===== config.mk =====
export PLATFORM = sky130hd
export DESIGN_NAME = dmem_arbiter
export DESIGN_NICKNAME = d
export VERILOG_FILES = /design/src/rtl/dmem_arb_pkg.sv /design/src/rtl/dmem_arbiter_rr_arb2.sv /design/src/rtl/dmem_arbiter.sv
export SDC_FILE = /design/constraint.sdc
export NUM_CORES = 1
export LEC_CHECK = 0
export BUFFER_PORTS_ARGS = -buffer_cell sky130_fd_sc_hd__buf_4
export CAP_MARGIN = 5
export CORE_ASPECT_RATIO = 1.4
export CORE_MARGIN = 4
export CORE_UTILIZATION = 45
export CTS_BUF_LIST = sky130_fd_sc_hd__clkbuf_4 sky130_fd_sc_hd__clkbuf_8
export DETAILED_ROUTE_END_ITERATION = 12
export PLACE_DENSITY = 0.78
export SYNTH_ARGS = -nofsm -noshare
export SYNTH_HDL_FRONTEND = slang
export SYNTH_SLANG_ARGS = --single-unit

===== constraint.sdc =====
create_clock -name clk -period 4.4 [get_ports clk]
set_clock_uncertainty 0.05 [all_clocks]
set_input_delay 0.88 -clock clk [delete_from_list [all_inputs] [get_ports clk]]
set_output_delay 0.88 -clock clk [all_outputs]
set_load 0.02 [all_outputs]

===== src/rtl/dmem_arb_pkg.sv =====
// Shared types and default widths for the data-memory arbiter slice.
// Latency: n/a (types and constants only).
// Backpressure: n/a.
package dmem_arb_pkg;

   localparam int DMEM_ADDR_W = 32;
   localparam int DMEM_DATA_W = 32;

   // Which requester owns an access (also the round-robin pointer value).
   typedef enum logic {
      OWN_CPU = 1'b0,
      OWN_DBG = 1'b1
   } owner_t;

   // Access FSM: ACCESS means mem_en is driven this cycle.
   typedef enum logic {
      S_IDLE   = 1'b0,
      S_ACCESS = 1'b1
   } state_t;

endpackage


===== src/rtl/dmem_arbiter_rr_arb2.sv =====
// Two-input round-robin picker; the last-grant pointer lives here.
// Latency: combinational pick, pointer updates on the edge that accepts the pick.
// Backpressure: none; the loser simply keeps requesting and wins next time.
module dmem_arbiter_rr_arb2
   import dmem_arb_pkg::*;
(
   input  logic clk,
   input  logic reset,
   input  logic req_cpu_i,
   input  logic req_dbg_i,
   output logic gnt_cpu_o,
   output logic gnt_dbg_o
);

   owner_t last_q, last_d;

   // Pick: a lone requester wins; on a tie the side not granted last wins.
   always_comb begin
      gnt_cpu_o = req_cpu_i & (~req_dbg_i | (last_q == OWN_DBG));
      gnt_dbg_o = req_dbg_i & ~gnt_cpu_o;
      last_d    = last_q;
      if (gnt_cpu_o) begin
         last_d = OWN_CPU;
      end else if (gnt_dbg_o) begin
         last_d = OWN_DBG;
      end
   end

   // Pointer register; reset to DBG so the cpu wins the first tie.
   always_ff @(posedge clk) begin
      if (!reset) begin
         last_q <= OWN_DBG;
      end else begin
         last_q <= last_d;
      end
   end

endmodule


===== src/rtl/dmem_arbiter.sv =====
// Shares a single-port data memory between cpu and debug/loader requesters.
// Latency: req edge -> registered mem access + gnt; read data returns one edge later.
// Backpressure: losing requester holds req and is served on the next access.
// Optional: DMEM_ARB_DONE_DETECT_EN adds sticky done/done_data on writes to DONE_ADDR.
module dmem_arbiter
   import dmem_arb_pkg::*;
#(
   parameter int                ADDR_W    = DMEM_ADDR_W,
   parameter int                DATA_W    = DMEM_DATA_W,
   parameter logic [ADDR_W-1:0] DONE_ADDR = 32'h0000_00FC
) (
   input  logic              clk,
   input  logic              reset,
   input  logic              cpu_req,
   input  logic              cpu_we,
   input  logic [ADDR_W-1:0] cpu_addr,
   input  logic [DATA_W-1:0] cpu_wdata,
   output logic              cpu_gnt,
   output logic              cpu_rvalid,
   output logic [DATA_W-1:0] cpu_rdata,
   input  logic              dbg_req,
   input  logic              dbg_we,
   input  logic [ADDR_W-1:0] dbg_addr,
   input  logic [DATA_W-1:0] dbg_wdata,
   output logic              dbg_gnt,
   output logic              dbg_rvalid,
   output logic [DATA_W-1:0] dbg_rdata,
   output logic              mem_en,
   output logic              mem_we,
   output logic [ADDR_W-1:0] mem_addr,
   output logic [DATA_W-1:0] mem_wdata,
   input  logic [DATA_W-1:0] mem_rdata,
`ifdef DMEM_ARB_DONE_DETECT_EN
   output logic              done,
   output logic [DATA_W-1:0] done_data,
`endif
   output logic              busy
);

   state_t            state_q, state_d;
   logic              mem_we_q, mem_we_d;
   logic [ADDR_W-1:0] mem_addr_q, mem_addr_d;
   logic [DATA_W-1:0] mem_wdata_q, mem_wdata_d;
   logic              cpu_gnt_q, cpu_gnt_d;
   logic              dbg_gnt_q, dbg_gnt_d;
   owner_t            owner_q, owner_d;
   logic              rd_pending_q, rd_pending_d;
   owner_t            rd_owner_q, rd_owner_d;
   logic [DATA_W-1:0] cpu_rdata_q;
   logic [DATA_W-1:0] dbg_rdata_q;
   logic              pick_cpu, pick_dbg;

   dmem_arbiter_rr_arb2 u_arb (
      .clk       (clk),
      .reset     (reset),
      .req_cpu_i (cpu_req),
      .req_dbg_i (dbg_req),
      .gnt_cpu_o (pick_cpu),
      .gnt_dbg_o (pick_dbg)
   );

   // Next state: latch the winner's fields into the memory-side registers.
   always_comb begin
      state_d     = S_IDLE;
      mem_we_d    = 1'b0;
      mem_addr_d  = mem_addr_q;
      mem_wdata_d = mem_wdata_q;
      cpu_gnt_d   = 1'b0;
      dbg_gnt_d   = 1'b0;
      owner_d     = owner_q;
      if (pick_cpu) begin
         state_d     = S_ACCESS;
         mem_we_d    = cpu_we;
         mem_addr_d  = cpu_addr;
         mem_wdata_d = cpu_wdata;
         cpu_gnt_d   = 1'b1;
         owner_d     = OWN_CPU;
      end else if (pick_dbg) begin
         state_d     = S_ACCESS;
         mem_we_d    = dbg_we;
         mem_addr_d  = dbg_addr;
         mem_wdata_d = dbg_wdata;
         dbg_gnt_d   = 1'b1;
         owner_d     = OWN_DBG;
      end
      // A read issued this cycle returns data next cycle to its owner.
      rd_pending_d = (state_q == S_ACCESS) & ~mem_we_q;
      rd_owner_d   = owner_q;
   end

   // State and registered memory-side outputs; reset drops any pending read.
   always_ff @(posedge clk) begin
      if (!reset) begin
         state_q      <= S_IDLE;
         mem_we_q     <= 1'b0;
         mem_addr_q   <= '0;
         mem_wdata_q  <= '0;
         cpu_gnt_q    <= 1'b0;
         dbg_gnt_q    <= 1'b0;
         owner_q      <= OWN_CPU;
         rd_pending_q <= 1'b0;
         rd_owner_q   <= OWN_CPU;
      end else begin
         state_q      <= state_d;
         mem_we_q     <= mem_we_d;
         mem_addr_q   <= mem_addr_d;
         mem_wdata_q  <= mem_wdata_d;
         cpu_gnt_q    <= cpu_gnt_d;
         dbg_gnt_q    <= dbg_gnt_d;
         owner_q      <= owner_d;
         rd_pending_q <= rd_pending_d;
         rd_owner_q   <= rd_owner_d;
      end
   end

   // Remember the last returned word per port so rdata holds between returns.
   always_ff @(posedge clk) begin
      if (!reset) begin
         cpu_rdata_q <= '0;
         dbg_rdata_q <= '0;
      end else begin
         if (cpu_rvalid) cpu_rdata_q <= mem_rdata;
         if (dbg_rvalid) dbg_rdata_q <= mem_rdata;
      end
   end

   // Read return steering: memory data passes straight through to the owner.
   always_comb begin
      cpu_rvalid = rd_pending_q & (rd_owner_q == OWN_CPU);
      dbg_rvalid = rd_pending_q & (rd_owner_q == OWN_DBG);
      cpu_rdata  = cpu_rvalid ? mem_rdata : cpu_rdata_q;
      dbg_rdata  = dbg_rvalid ? mem_rdata : dbg_rdata_q;
   end

   assign mem_en    = (state_q == S_ACCESS);
   assign mem_we    = mem_we_q;
   assign mem_addr  = mem_addr_q;
   assign mem_wdata = mem_wdata_q;
   assign cpu_gnt   = cpu_gnt_q;
   assign dbg_gnt   = dbg_gnt_q;
   assign busy      = mem_en | rd_pending_q;

`ifdef DMEM_ARB_DONE_DETECT_EN
   logic              done_q;
   logic [DATA_W-1:0] done_data_q;

   // Sticky completion flag; a later qualifying write refreshes the data.
   always_ff @(posedge clk) begin
      if (!reset) begin
         done_q      <= 1'b0;
         done_data_q <= '0;
      end else if (mem_en && mem_we_q && (mem_addr_q == DONE_ADDR)) begin
         done_q      <= 1'b1;
         done_data_q <= mem_wdata_q;
      end
   end

   assign done      = done_q;
   assign done_data = done_data_q;
`endif

endmodule


======== Word-level counts from Yosys, hierarchy flattened ========
Cells that the tools add are included.
word-level totals
  input bits .............................. 166
  word-level logic and storage cells ...... 39
  register bits ........................... 136
cells by class
  reductions and logical operators ........ 2
  bitwise logic cells ..................... 12
  muxes and demuxes ....................... 13
operators with widths
  kind               count
  $mux 32            6
  $mux 1             7
  $and 1x1->1        5
  $not 1->1          5
  $or 1x1->1         2
  $reduce_bool 2->1  1
  $reduce_or 2->1    1

======== Logic depth before layout (Yosys ltp) ========
Gate-level depths: netlist of the first run.
  word-level depth ........................ 7
  mapped depth ............................ 7

======== Modules after synthesis ========
Synthesis of the first run repeated with hierarchy kept, for this count alone.
unflattened totals
  cell total of the unflattened synthesis .. 523
  area total of the unflattened synthesis .. 5,612.9 sq um
modules (own cells, without submodules)
  module                instances  sequential area each (sq um)  area an instance (sq um)  cells each
  dmem_arbiter          1          2,702.6                       5,551.6                   516
  dmem_arbiter_rr_arb2  1          20.0                          61.3                      7

======== Worst setup path before layout of the first run ========
Ideal clock, no wire load.
  path type ............................... input port to output port
  from .................................... input port mem_rdata[0]
  to ...................................... output port cpu_rdata[0]
  path buffers ............................ 0
  setup slack ............................. 2.281 ns
  stages on the path ...................... 1
  arrival time ............................ 1.189 ns
  data required time ...................... 3.470 ns
  path through ............................ mux2_2
between the ends
  cells in the longest elaborated chain, start to end .. 1
RTL lines
  item             line                RTL
  start, declared  dmem_arbiter.sv:32  input logic [DATA_W-1:0] mem_rdata,
  $mux 32          --
  end, declared    dmem_arbiter.sv:20  output logic [DATA_W-1:0] cpu_rdata,
No other way between the ends.

======== Worst setup path in the final report of the first run ========
  from .................................... register rd_pending_q
  to ...................................... output port cpu_rdata[0]
between the ends
  cells in the longest elaborated chain, start to end .. 2
RTL lines
  item                    line                 RTL
  start, declared         dmem_arbiter.sv:47   logic rd_pending_q, rd_pending_d;
  start signal, assigned  dmem_arbiter.sv:111  rd_pending_q <= rd_pending_d;
  $and 1x1->1             dmem_arbiter.sv:129  cpu_rvalid = rd_pending_q & (rd_owner_q == OWN_CPU);
  $mux 32                 --
No other way between the ends.

==> flow_summary_export.csv, run 1 <==
group,metric,value,unit
run_status,status,"finished, final reports clean",
yosys,synth_top_cell_by_area,"dfxtp_1",
global_routing,grt_pass1_vias,5394,
critical_path,r2r-start,"rd_pending_q",
timing,setup_tns,0,ps
clocking,cts_resized,0,
clocking,numCtsBuffers,17,
power_and_ir_drop,seqPwrFrac,43.3,%
worst_hold_path,hold_path_depth,1,
global_routing,gr-usage-all-layers,22.3,%
critical_path,crit_fanout,33,
power_and_ir_drop,combPwrFrac,20.2,%
global_routing,overflow,0,
cells_and_area,drive_above_1_share,53.0,%
clocking,cts_tree,"built",
power_and_ir_drop,ir_drop,225,uV
timing,slew_headroom,16.6,%
clocking,clock-root-buffer,"clkbuf_8",
power_and_ir_drop,p_clk_share,36.4,%
worst_hold_path,hp-start,"mem_we",
die,core.rowCount,50,
cells_and_area,final_cell_mix,"303 x buf_4, 136 x dfxtp_1, 66 x o21ai_0, 66 x and2_1, 64 x mux2i_1",
power_and_ir_drop,power_density,345,nW/um2
die,die_height,148,um
flow_run,maxCapViolations,0,
die,die-area,15900,um2
timing,worst_pin_slew,1250,ps
power_and_ir_drop,switchingPower,0.863,mW
clocking,postCtsSetupBuffers,0,
critical_path,cp.arrival,2380,ps
cells_and_area,areaGrowthSynthToFinish,42.0,%
critical_path,ff2ff_path_depth,3,
clocking,path_clk_slew,70,ps
clocking,clk_latency,430,ps
timing,setup_viol,0,
place,placed_cells,1024,
clocking,cts.sinks,136,
cells_and_area,diodes,0,
yosys,avgSynthCellArea,10.6,um2
die,io_pins,301,
timing,finalHoldViolCount,0,
worst_hold_path,hold_path.class,"register to register",
yosys,synth.yosys.seq_area_share,43.3,%
power_and_ir_drop,intPower,2.21,mW
cells_and_area,nets,1027,
critical_path,end_kind,"primary output",
clocking,cts_hold_buffers,0,
timing,layout_min_cycle_time,3310,ps
yosys,syn_nets,756,
cells_and_area,fill_cells,1091,
global_routing,grt_first_pass_wirelength,27900,um
power_and_ir_drop,p_leak,4.20,nW
timing,finalMaxSlewViolations,0,
die,fp.dieW,108,um
timing,holdWs,384,ps
drt,wl,18300,um
drt,drtIter0Drc,196,
timing,rsz0062_at_grt,"no",
place,post-dp-hpwl,13200,um
global_routing,grt_max_degree,137,
cells_and_area,final_common_cell,"buf_4",
place,gp_congestion,0.795,
yosys,yosysWarnings,0,
drt,route.detailed.drc,0,
yosys,yosys.area.top_type_share,43.3,%
yosys,synth.area.top_cells,"dfxtp_1 43%, mux2i_1 10%, a21oi_2 8.4%, mux2_2 6.6%, and2_1 6.6%",
drt,ant_nets,0,
drt,post_drt_wl_per_cell,17.3,um
critical_path,worstSetupStartpointType,"register",
yosys,postSynthCellCount,590,
critical_path,critPathKind,"register to primary output",
place,portBuffers,300,
clocking,clockBufferDepth,2,
drt,vias,5253,
yosys,ys_seq_elements,136,
die,core,13500,um2
power_and_ir_drop,p_total,3.08,mW
global_routing,antenna_found_initial,1,
timing,fmax,302,MHz
power_and_ir_drop,p_sw_share,28.1,%
critical_path,cp.required,3470,ps
worst_hold_path,hold_end,"rd_pending_q",
drt,firstDrtPassIters,5,
die,start_util,46.5,%
clocking,htreeDepth,4,
yosys,syn_area,6280,um2
critical_path,r2r_end,"cpu_rdata_q[0]",
timing,finalCritPeriodShare,75.3,%
drt,vias_per_cell,4.97,
yosys,yosysUniqueCellTypes,23,
cells_and_area,layout.cells.non_filler,1056,
critical_path,r2r_setup_slack,2300,ps
## metrics by stage
stage	setup WS (ps)	util (%)	cell area, um2
finish	1090	66.0	8920
global route	932	66.0	8920
CTS	1010	66.0	8920
detailed placement	1490	62.8	8480
global placement	1590	62.8	8480
floorplan	2280	-	6280
## how the worst max path moves through the flow
stage	from	depth (start not counted)	to	slack, ps
2_1_floorplan	mem_rdata[0]	1	cpu_rdata[0]	2280
3_3_place_gp	rd_pending_q	3	cpu_rdata[30]	1590
3_5_place_dp	rd_pending_q	3	cpu_rdata[3]	1490
4_1_cts	rd_pending_q	3	cpu_rdata[3]	1010
5_1_grt	rd_pending_q	3	cpu_rdata[30]	930
6_report	rd_pending_q	3	cpu_rdata[0]	1090
## cell usage after synthesis
cell type and n:
dfxtp_1 136, buf_6 13, o21a_1 1, mux2_4 27, mux2i_1 64, nand2b_1 61
a21oi_2 60, o21ai_0 66, and3_1 1, or2_2 1, inv_1 1, clkbuf_1 24
mux2_2 37, nor2b_1 2, a32o_1 1, buf_2 14, nor2b_4 1, nand2b_4 1
a21oi_1 4, or2b_1 3, nor2_1 2, nand2_1 4, and2_1 66
## registers in the layout, indices dropped and copies added (netlist names)
name          count
cpu_gnt           1
cpu_rdata_q      32
dbg_gnt           1
dbg_rdata_q      32
mem_addr         32
mem_en            1
mem_wdata        32
mem_we            1
owner_q           1
rd_owner_q        1
rd_pending_q      1
u_arb.last_q      1
## area by class of cell
type | count | area [um2] | share of cell area, %
clock buffer | 20 | 269 | 3.02
clock inverter | 12 | 163 | 1.82
inverter | 1 | 3.75 | 0.0421
multi-input combinational | 402 | 3260 | 36.5
sequential | 136 | 2720 | 30.5
tap | 182 | 228 | 2.55
timing repair buffer | 303 | 2270 | 25.5
## critical path, cell delays in order, from the launching register on
cell	delay (ps)
dfxtp_1	350
nor2b_4	1000
mux2_2	440
buf_4	160
## metal layers
layer	vias up	part of all wire, %	GRT usage (%)
li1	2554	-	-
met1	2438	37	23.8
met2	232	50	38.7
met3	27	10	8.96
met4	2	2.5	9.22
met5	-	0.071	0
## power by group through the flow
stage / Sequential, mW / Clock (mW) / Combinational [mW]
floorplan: 1.42 / 0 / 0.294
global placement: 1.36 / 0 / 0.611
detailed placement: 1.36 / 0 / 0.627
CTS: 1.33 / 1.15 / 0.628
global route: 1.34 / 1.20 / 0.667
finish: 1.33 / 1.12 / 0.623
## cell families (layout without fill, tap and decap cells)
kind of cell    Yosys count  in the layout  share of synthesized area [%]
simple gates            142            142                           14.2
flops                   136            136                           43.3
compound gates          132            132                           14.2
mux                     128            128                           23.3
buf+inv                  52            336                           4.94
(Power assumes the default switching activity.)
==> inputs of run 2 (changes only) <==
--- a/config.mk
+++ b/config.mk
@@ -9,7 +9,7 @@
 export CAP_MARGIN = 5
 export CORE_ASPECT_RATIO = 1.4
 export CORE_MARGIN = 4
-export CORE_UTILIZATION = 45
+export CORE_UTILIZATION = 43
 export CTS_BUF_LIST = sky130_fd_sc_hd__clkbuf_4 sky130_fd_sc_hd__clkbuf_8
 export DETAILED_ROUTE_END_ITERATION = 12
 export PLACE_DENSITY = 0.78
==> constraint.sdc (replaced) <==
create_clock -name clk -period 2.95 [get_ports clk]
set_clock_uncertainty 0.05 [all_clocks]
set_input_delay 0.59 -clock clk [delete_from_list [all_inputs] [get_ports clk]]
set_output_delay 0.59 -clock clk [all_outputs]
set_load 0.02 [all_outputs]
==> flow_summary_export.csv, run 2 (synthesized netlist as in run 1, its figures left out) <==
group,metric,value,unit
run_status,status,"finished, final reports clean",
drt,drtIter0Drc,186,
critical_path,ff2ff_path_depth,4,
clocking,clockBufferDepth,2,
global_routing,overflow,0,
critical_path,cp.arrival,1950,ps
global_routing,gr-usage-all-layers,20.6,%
drt,post_drt_wl_per_cell,16.6,um
clocking,cts_tree,"built",
clocking,cts_hold_buffers,0,
critical_path,r2r-start,"rd_pending_q",
critical_path,crit_slowest_cell,"buf_4",
place,portBuffers,300,
timing,finalHoldViolCount,0,
critical_path,slowest_delay,470,ps
critical_path,worstSetupStartpointType,"register",
clocking,clock-root-buffer,"clkbuf_8",
die,io_pins,301,
die,die-area,16600,um2
power_and_ir_drop,ir_drop,286,uV
cells_and_area,drive_above_1_share,53.3,%
clocking,postCtsSetupBuffers,0,
power_and_ir_drop,p_leak,4.26,nW
timing,fmax,386,MHz
timing,finalMaxSlewViolations,0,
die,core,14400,um2
global_routing,antenna_found_initial,0,
critical_path,cp_cell_sequence,"nor2b_4 > buf_4 > mux2_2 > buf_4",
critical_path,crit_fanout,33,
clocking,path_clk_slew,80,ps
cells_and_area,final_common_cell,"buf_4",
power_and_ir_drop,p_total,4.69,mW
cells_and_area,fill_cells,1239,
clocking,clk_latency,420,ps
cells_and_area,nets,1034,
global_routing,grt_first_pass_wirelength,26900,um
global_routing,grt_pass1_vias,5273,
timing,finalCritPeriodShare,87.9,%
flow_run,maxCapViolations,0,
drt,vias,5260,
critical_path,r2r_end,"cpu_rdata_q[0]",
clocking,cts_resized,0,
timing,slew_headroom,49.6,%
power_and_ir_drop,power_density,519,nW/um2
clocking,cts.sinks,136,
timing,rsz0062_at_grt,"no",
critical_path,critPathKind,"register to primary output",
place,gp_congestion,0.757,
timing,worst_pin_slew,756,ps
global_routing,grt_max_degree,76,
cells_and_area,areaGrowthSynthToFinish,43.8,%
die,die_height,151,um
die,core.rowCount,52,
drt,firstDrtPassIters,4,
drt,vias_per_cell,4.92,
cells_and_area,register_area,2720,um2
cells_and_area,multi_input_area,3260,um2
drt,route.detailed.drc,0,
critical_path,critPathLaunch,"rd_pending_q",
clocking,numCtsBuffers,17,
critical_path,cp.required,2310,ps
cells_and_area,diodes,0,
die,start_util,43.7,%
place,post-dp-hpwl,12600,um
cells_and_area,final_cell_mix,"308 x buf_4, 136 x dfxtp_1, 66 x o21ai_0, 66 x and2_1, 64 x mux2i_1",
drt,wl,17700,um
timing,setup_viol,0,
timing,layout_min_cycle_time,2590,ps
critical_path,end_kind,"primary output",
timing,setup_tns,0,ps
critical_path,r2r_setup_slack,1270,ps
worst_hold_path,hold_path.class,"input port to register",
critical_path,worst_setup_path_endpoint,"cpu_rdata[1]",
drt,ant_nets,0,
critical_path,cpMostUsedCell,"buf_4",
die,fp.dieW,110,um
clocking,htreeDepth,4,
[run 2: cell count changes in the layout (fill, tap and decap cells not counted)]
| cell | change |
|---|---|
| buf_12 | +2 |
| buf_4 | +5 |
| bufinv_16 | +1 |
| clkbuf_4 | -1 |
| clkbuf_8 | -1 |
| clkinv_2 | -1 |
| clkinv_4 | +1 |
| clkinvlp_4 | -1 |
| inv_8 | +2 |
[run 2: power breakdown]
part | internal, mW | switching [mW] | leakage (nW) | total (mW)
Combinational | 0.469 | 0.465 | 2.91 | 0.934
Sequential | 1.94 | 0.0499 | 1.12 | 1.99
Clock | 0.972 | 0.794 | 0.229 | 1.77
[run 2: metal layers]
metal	GRT usage, %	wire length, um	part of all wire (%)
met1	23.4	6860	39
met3	8.14	1910	11
met4	6.59	306	1.7
met5	0	0	0
met2	35.1	8650	49
[run 2: worst min path at each step]
stage             from      endpoint  slack (ps)  depth (start not counted)
4_1_cts         dbg_we        mem_we         310                          2
5_1_grt         dbg_we        mem_we         320                          2
3_5_place_dp    mem_we  rd_pending_q         380                          1
3_3_place_gp    mem_we  rd_pending_q         380                          1
2_1_floorplan  owner_q    rd_owner_q         370                          1
6_report        dbg_we        mem_we         340                          2
[run 2: worst max-delay path, delay by kind of cell, from the launching register on]
kind	cells	cell delay (ps)
buffers and inverters	2	630
DFF	1	350
muxes	1	410
and+or+nand+nor	1	130
[run 2: area by class of cell]
class / instances / share of cell area [%]
clock buffers: 18 / 2.74
clock inverters: 14 / 2.34
inverters: 1 / 0.0416
multi-input cells: 402 / 36.1
flip-flops and latches: 136 / 30.2
well taps: 189 / 2.62
repair buffers: 310 / 26.0
[run 2: stage by stage]
step | util (%) | setup WS [ps] | cells | hold slack [ps] | instance area (um2)
CTS | 62.8 | 314 | 1070 | 308 | 9030
global route | 62.8 | 229 | 1070 | 321 | 9030
floorplan | - | 1130 | 590 | 374 | 6280
detailed placement | 59.6 | 794 | 1038 | 376 | 8570
finish | 62.8 | 357 | 1070 | 344 | 9030
global placement | 59.6 | 817 | 1038 | 377 | 8570
==> inputs of run 3 (changes only) <==
--- a/config.mk
+++ b/config.mk
@@ -5,7 +5,7 @@
 export SDC_FILE = /design/constraint.sdc
 export NUM_CORES = 1
 export LEC_CHECK = 0
-export BUFFER_PORTS_ARGS = -buffer_cell sky130_fd_sc_hd__buf_4
+export BUFFER_PORTS_ARGS = -buffer_cell sky130_fd_sc_hd__buf_2
 export CAP_MARGIN = 5
 export CORE_ASPECT_RATIO = 1.4
 export CORE_MARGIN = 4
==> flow_summary_export.csv, run 3 (synthesized netlist as in run 1, its figures left out) <==
group,metric,value,unit
power_and_ir_drop,p_leak,4.08,nW
global_routing,grt_first_pass_wirelength,25700,um
clocking,postCtsSetupBuffers,0,
drt,ant_nets,0,
worst_hold_path,hold_path_depth,2,
timing,slew_headroom,59.8,%
global_routing,antenna_found_initial,1,
place,dp_slack,743,ps
power_and_ir_drop,p_total,4.33,mW
die,core,14400,um2
drt,vias,5230,
drt,wl,17100,um
clocking,cts_tree,"built",
clocking,htreeDepth,4,
global_routing,grt_max_degree,69,
drt,route.detailed.drc,0,
die,core.rowCount,52,
drt,drtIter0Drc,250,
die,fp.dieW,110,um
timing,setup_ws,317,ps
critical_path,end_kind,"primary output",
cells_and_area,areaGrowthSynthToFinish,31.5,%
clocking,cts.sinks,136,
timing,finalCritPeriodShare,89.2,%
drt,vias_per_cell,4.87,
run_status,status,"finished, final reports clean",
die,start_util,43.7,%
critical_path,cp.arrival,1990,ps
clocking,cts_hold_buffers,0,
critical_path,critPathKind,"register to primary output",
place,portBuffers,300,
critical_path,slowest_delay,420,ps
timing,finalHoldViolCount,0,
critical_path,ff2ff_path_depth,4,
critical_path,worstSetupStartpointType,"register",
timing,fmax,380,MHz
power_and_ir_drop,ir_drop,245,uV
critical_path,cp_num_buf_inv,2,
clocking,clock-root-buffer,"clkbuf_8",
drt,post_drt_wl_per_cell,15.9,um
clocking,path_clk_slew,70,ps
timing,rsz0062_at_grt,"no",
critical_path,worst-path-stages,4,
flow_run,maxCapViolations,0,
cells_and_area,nets,1037,
clocking,clk_latency,410,ps
cells_and_area,diodes,0,
timing,finalMaxSlewViolations,0,
die,die_height,151,um
cells_and_area,final_cell_mix,"298 x buf_2, 136 x dfxtp_1, 66 x o21ai_0, 66 x and2_1, 64 x mux2i_1",
clocking,numCtsBuffers,17,
timing,layout_min_cycle_time,2630,ps
place,gp_congestion,0.792,
place,post-dp-hpwl,12500,um
timing,setup_viol,0,
cells_and_area,drive_above_1_share,53.5,%
global_routing,overflow,0,
die,io_pins,301,
die,die-area,16600,um2
critical_path,cp_cell_sequence,"nor2b_4 > buf_4 > mux2_4 > buf_2",
global_routing,grt_pass1_vias,5286,
critical_path,crit_fanout,13,
timing,setup_tns,0,ps
drt,firstDrtPassIters,4,
critical_path,crit_family,"buffers and inverters",
power_and_ir_drop,power_density,525,nW/um2
timing,worst_pin_slew,603,ps
cells_and_area,final_common_cell,"buf_2",
critical_path,cp.required,2310,ps
clocking,clockBufferDepth,2,
critical_path,crit_slowest_cell,"nor2b_4",
clocking,cts_resized,0,
worst_hold_path,hold_path.class,"input port to register",
global_routing,gr-usage-all-layers,19.8,%
run 3: cell type report:
| cell class | instances | area (um2) |
|---|---|---|
| timing repair buffer | 313 | 1640 |
| multi-input combinational | 402 | 3260 |
| clock inverter | 14 | 150 |
| clock buffer | 18 | 248 |
| inverter | 1 | 3.75 |
| tap | 189 | 236 |
| sequential | 136 | 2720 |
| fill | 1348 | 6120 |
run 3: power breakdown:
part | switching (mW) | leakage [nW] | total, mW | internal, mW
clock network | 0.807 | 0.195 | 1.53 | 0.727
logic | 0.462 | 2.77 | 0.816 | 0.354
registers | 0.0483 | 1.12 | 1.98 | 1.94
total | 1.32 | 4.08 | 4.33 | 3.02
run 3: layer usage:
layer  routed length [um]  vias to the layer above  share of wire (%)  track usage (%)
li1                     -                     2575                  -                -
met1                 6680                     2424                 39             22.3
met2                 8530                      213                 50             35.0
met3                 1650                       16                9.6             6.95
met4                  195                        2                1.1             5.55
met5                   13                        -              0.076                0
run 3: final timing paths:
kind,slack [ps],start,end
worst max-delay path,320,rd_pending_q,cpu_rdata[24]
worst min-delay path,350,dbg_we,mem_we
worst max register to register,1230,rd_pending_q,cpu_rdata_q[24]
worst min register to register,360,mem_we,rd_pending_q
run 3: stage by stage:
stage | area [um2] | hold WS, ps | cells | util [%]
after CTS | 8260 | 308 | 1073 | 57.4
after floorplan | 6280 | 374 | 590 | -
after detailed placement | 7860 | 358 | 1041 | 54.7
final | 8260 | 352 | 1073 | 57.4
after global routing | 8260 | 311 | 1073 | 57.4
after global placement | 7860 | 355 | 1041 | 54.7
